**src/rtl/exec_trace_buffer.sv**
```systemverilog
// Execution trace buffer: captures one entry per new datapath PC into a
// first-word-fall-through FIFO and stops capture once the PC stalls.
module exec_trace_buffer #(
   parameter int DEPTH       = 16,
   parameter int PC_W        = 8,
   parameter int OP_W        = 6,
   parameter int DATA_W      = 32,
   parameter int HALT_CYCLES = 4
) (
   input  logic                     clk,
   input  logic                     rst_n,
   input  logic                     start,
   input  logic [PC_W-1:0]          pc_in,
   input  logic [OP_W-1:0]          opcode_in,
   input  logic [DATA_W-1:0]        result_in,
   output logic                     trc_valid,
   input  logic                     trc_ready,
   output logic [PC_W-1:0]          trc_pc,
   output logic [OP_W-1:0]          trc_opcode,
   output logic [DATA_W-1:0]        trc_result,
   output logic [$clog2(DEPTH):0]   count,
   output logic                     overflow,
   output logic                     halted
);

   localparam int AW = $clog2(DEPTH);
   localparam int CW = AW + 1;
   localparam int SW = $clog2(HALT_CYCLES + 1);
   localparam int EW = PC_W + OP_W + DATA_W;

   typedef enum logic [1:0] {
      IDLE,
      ARMED,
      HALTED
   } state_t;

   state_t            state;
   state_t            state_nxt;
   logic [EW-1:0]     mem [DEPTH];
   logic [AW-1:0]     wr_ptr;
   logic [AW-1:0]     rd_ptr;
   logic [CW-1:0]     cnt;
   logic              ovf;
   logic              first;
   logic [PC_W-1:0]   last_pc;
   logic [SW-1:0]     stall;
   logic [SW-1:0]     stall_nxt;
   logic              armed;
   logic              full;
   logic              pop;
   logic              push_req;
   logic              push;
   logic              halt_hit;

   // A start cycle is a flush cycle: it neither captures nor counts stall.
   always_comb begin
      armed     = (state == ARMED) && !start;
      stall_nxt = '0;
      if (armed && !first && (pc_in == last_pc)) begin
         if (stall == SW'(HALT_CYCLES))
            stall_nxt = stall;
         else
            stall_nxt = stall + 1'b1;
      end
      halt_hit = armed && (stall_nxt == SW'(HALT_CYCLES));
      push_req = armed && (first || (pc_in != last_pc));
      full     = (cnt == CW'(DEPTH));
      pop      = (cnt != '0) && trc_ready;
      push     = push_req && (!full || pop);
   end

   always_comb begin
      state_nxt = state;
      if (start) begin
         state_nxt = ARMED;
      end else begin
         unique case (state)
            IDLE:    state_nxt = IDLE;
            ARMED:   if (halt_hit) state_nxt = HALTED;
            HALTED:  state_nxt = HALTED;
            default: state_nxt = IDLE;
         endcase
      end
   end

   always_ff @(posedge clk or negedge rst_n) begin
      if (!rst_n) state <= IDLE;
      else        state <= state_nxt;
   end

   always_ff @(posedge clk or negedge rst_n) begin
      if (!rst_n) begin
         wr_ptr  <= '0;
         rd_ptr  <= '0;
         cnt     <= '0;
         ovf     <= 1'b0;
         first   <= 1'b0;
         last_pc <= '0;
         stall   <= '0;
      end else if (start) begin
         wr_ptr  <= '0;
         rd_ptr  <= '0;
         cnt     <= '0;
         ovf     <= 1'b0;
         first   <= 1'b1;
         stall   <= '0;
      end else begin
         if (push) wr_ptr <= wr_ptr + 1'b1;
         if (pop)  rd_ptr <= rd_ptr + 1'b1;
         cnt   <= cnt + CW'(push) - CW'(pop);
         stall <= stall_nxt;
         if (push_req && full && !pop) ovf <= 1'b1;
         if (state == ARMED) begin
            first   <= 1'b0;
            last_pc <= pc_in;
         end
      end
   end

   // Storage needs no reset: the head is masked to zero while empty.
   always_ff @(posedge clk) begin
      if (push) mem[wr_ptr] <= {pc_in, opcode_in, result_in};
   end

   assign trc_valid = (cnt != '0);
   assign {trc_pc, trc_opcode, trc_result} = trc_valid ? mem[rd_ptr] : '0;
   assign count    = cnt;
   assign overflow = ovf;
   assign halted   = (state == HALTED);

endmodule

```
**config.mk**
```make
export PLATFORM = sky130hd
export DESIGN_NAME = exec_trace_buffer
export DESIGN_NICKNAME = d
export VERILOG_FILES = /design/src/rtl/exec_trace_buffer.sv
export SDC_FILE = /design/constraint.sdc
export NUM_CORES = 1
export LEC_CHECK = 0
export CORE_MARGIN = 10
export CORE_UTILIZATION = 45
export DETAILED_ROUTE_END_ITERATION = 12
export DONT_BUFFER_PORTS = 1
export SLEW_MARGIN = 20
export SYNTH_ARGS = -nofsm -noshare
export SYNTH_HDL_FRONTEND = slang
export SYNTH_SLANG_ARGS = --single-unit
```
**constraint.sdc**
```tcl
create_clock -name clk -period 7.5 [get_ports clk]
set_input_delay 0.375 -clock clk [delete_from_list [all_inputs] [get_ports clk]]
set_output_delay 0.375 -clock clk [all_outputs]
set_load 0.005 [all_outputs]
```
==> flow_summary.json <==
{
  "tns_ps": 0,
  "antenna_found_initial": 3,
  "rsz0062_at_grt": "false",
  "reg2reg_depth": 14,
  "wl_per_cell_um": 26.78,
  "yosysSeqAreaShare_pct": 77.13,
  "dp.cells": 2066,
  "synth_cells": 1244,
  "synth_commonest_cells": "edfxtp_1 (736), mux4_2 (230), and2_1 (47)",
  "p_int_mw": 8.081,
  "io_pins": 104,
  "grt_max_degree": 136,
  "drc": 0,
  "p_seq_share_pct": 46.5,
  "max_stage_delay_ps": 680,
  "postSynth.asyncResetShare_pct": 3.665,
  "instances_no_fill": 2250,
  "swShare_pct": 24.32,
  "port_buffers": 0,
  "ir_drop_mv": 0.1940,
  "drt-pass1-iter-count": 6,
  "die_y_um": 276.3,
  "grt_pass1_wl_mm": 90.47,
  "synthToLayoutAreaGrowth_pct": 13.80,
  "fillers": 5045,
  "maxSlewViolCount": 0,
  "period_minus_slack_ps": 4236,
  "maxCapViolCount": 0,
  "cp-end-kind": "register",
  "clockRootBuffer": "clkbuf_16",
  "holdWs_ps": 181.4,
  "routed_wl_mm": 60.25,
  "worstPathMaxFanout": 18,
  "synth_edf_count": 736,
  "pwr-share-comb_pct": 18.3,
  "die_x_um": 276.3,
  "cts_resized": 0,
  "synth.distinct_cells": 35,
  "numCtsBuffers": 77,
  "crit_path_start_kind": "register",
  "r2r_start": "state[1]",
  "floorplan.initialDensity_pct": 45.70,
  "final_util_pct": 52.00,
  "cpMaxStageDelayCell": "nor2_1",
  "drive_gt1_share_pct": 28.67,
  "placed_cell_area_um2": 30670,
  "hold_viol": 0,
  "avgSynthCellArea_um2": 23.76,
  "clk_pin_slew_ps": 60,
  "total_power_mw": 10.68,
  "grt_pass1_vias": 13940,
  "die-area_um2": 76350,
  "ys_ff_latch": 764,
  "worstSetupPathType": "reg -> reg",
  "cp.required_ps": 8010,
  "grt_use_total_pct": 15.72,
  "viasPerCell": 5.729,
  "clkPwrFrac_pct": 35.1,
  "dp_hpwl_mm": 30.35,
  "synth_area_um2": 29560,
  "hp-class": "in -> reg",
  "num_vias": 12890,
  "r2r_slack_ps": 3260,
  "ant_nets": 0,
  "cts.sinks": 764,
  "ys.flop_type": "edfxtp_1",
  "crit_start": "state[1]",
  "nets": 1405,
  "path_buf_inv": 3,
  "setup_ws_ps": 3264,
  "stdcell_area_um2": 33640,
  "crit_chain": "inv_1 > ha_1 > inv_1 > nor2_1 > and2_1 > nand2_1 > ha_1 > inv_1 > ha_1 > fa_1 > a21oi_1 > nor2_1 > or3_1 > a21oi_1",
  "relSlewSlack_pct": 34.32,
  "diodes": 0,
  "tightest_slew_ps": 985.2,
  "yosysWarnings": 0,
  "tritoncts": "done",
  "r2r_end": "count[4]",
  "power.density_nw_per_um2": 317.3,
  "dpl_worst_slack_ps": 3259,
  "cts_buffer_depth": 3,
  "status": "complete, no violations",
  "worst-path-stages": 14,
  "yosysMostFrequentCell": "edfxtp_1",
  "finalSetupViolCount": 0,
  "gp_congestion": 0.7142,
  "min_period_over_period_pct": 56.48,
  "crit_family": "simple AND/OR/NAND/NOR gates",
  "clock_latency_ps": 610,
  "rows": 93,
  "synth_top_area_share_pct": 74.76,
  "coreArea_um2": 64700,
  "overflow": 0,
  "worst-endpoint-arrival_ps": 4750,
  "syn_nets": 1310,
  "yosysTopAreaCell": "edfxtp_1",
  "power.net_switching_mw": 2.596,
  "yosys-top-cells-area": "edfxtp_1 (75%), mux4_2 (18%), dfrtp_1 (2.4%), and2_1 (0.99%), ha_1 (0.63%)",
  "finClkSkew_ps": 20.85,
  "power_leakage_nw": 10.30,
  "fmax_mhz": 236.1,
  "critPathCapture": "count[4]",
  "cts-htree-levels": 3,
  "drtIter0Drc": 1089
}
-- power by group through the flow --
| stage | Combinational [mW] | Sequential (mW) | Clock [mW] |
|---|---|---|---|
| after CTS | 2.03 | 4.97 | 3.86 |
| after global placement | 1.94 | 5.06 | 0 |
| after floorplan | 1.59 | 4.98 | 0 |
| after detailed placement | 1.95 | 5.07 | 0 |
| final | 1.96 | 4.97 | 3.75 |
| after global routing | 2.14 | 4.99 | 4.02 |
-- sequential cells by signal, indices dropped and copies added (netlist names) --
signal / flops
count: 5
first: 1
last_pc: 8
mem: 736
overflow: 1
rd_ptr: 4
stall: 3
state: 2
wr_ptr: 4
-- cells in the final DEF, fill, tap and decap left out, types with 12 or more instances in the layout --
master,n
dlygate4sd3_1,48
nor2_1,16
and2_1,47
clkinv_2,16
mux4_2,230
clkbuf_1,12
clkinv_1,15
inv_1,18
ha_1,15
buf_4,29
clkbuf_16,80
dfrtp_1,24
xnor2_1,12
edfxtp_1,736
-- area by class of cell --
cell class | instances | area [µm²] | area share (%)
Tap cell | 855 | 1070 | 3.180
Sequential cell | 764 | 22810 | 67.81
Multi-Input combinational cell | 398 | 6457 | 19.19
Clock buffer | 92 | 2047 | 6.084
Clock inverter | 43 | 429.2 | 1.276
Inverter | 18 | 67.56 | 0.2008
Timing Repair Buffer | 80 | 758.2 | 2.254
-- cell families after synthesis --
kind of cell,Yosys count,share of synthesized area [%]
AO/OA/AOI/OAI,18,0.3851
XOR/XNOR,15,0.4444
adder cells (fa/ha/maj),16,0.7026
buffers and inverters,82,1.363
flip-flops,764,77.13
multiplexers,241,17.93
AND/OR/NAND/NOR,108,2.044
-- worst register-to-register path, cell delays in order, from the launching register on --
cell     delay, ps
dfrtp_1        380
inv_1           70
ha_1           160
inv_1           70
nor2_1         680
and2_1         270
nand2_1        530
ha_1           550
inv_1           50
ha_1           210
fa_1           440
a21oi_1        180
nor2_1          70
or3_1          350
a21oi_1        150
-- per-layer routing --
metal	global-route usage, %	vias to the layer above	routed length [µm]
met4	4.639	2	1129
met1	21.21	7047	25660
met3	3.207	84	3119
met2	25.59	299	30330
met5	0	-	13
li1	-	5458	-
-- worst min path at each step --
stage | depth (start not counted) | to | slack [ps] | from
2_1_floorplan | 0 | count[0] | 80 | rst_n
3_3_place_gp | 0 | stall[2] | 80 | rst_n
3_5_place_dp | 0 | stall[2] | 80 | rst_n
4_1_cts | 4 | rd_ptr[0] | 140 | trc_ready
5_1_grt | 2 | stall[0] | 190 | rst_n
6_report | 4 | rd_ptr[0] | 180 | trc_ready
-- timing repair --
action                    4_1_cts  5_1_grt
hold endpoints to repair      789        0
setup buffers                   0        0
hold buffers                   49        0
Note: power is estimated with default switching activity, not from simulation.
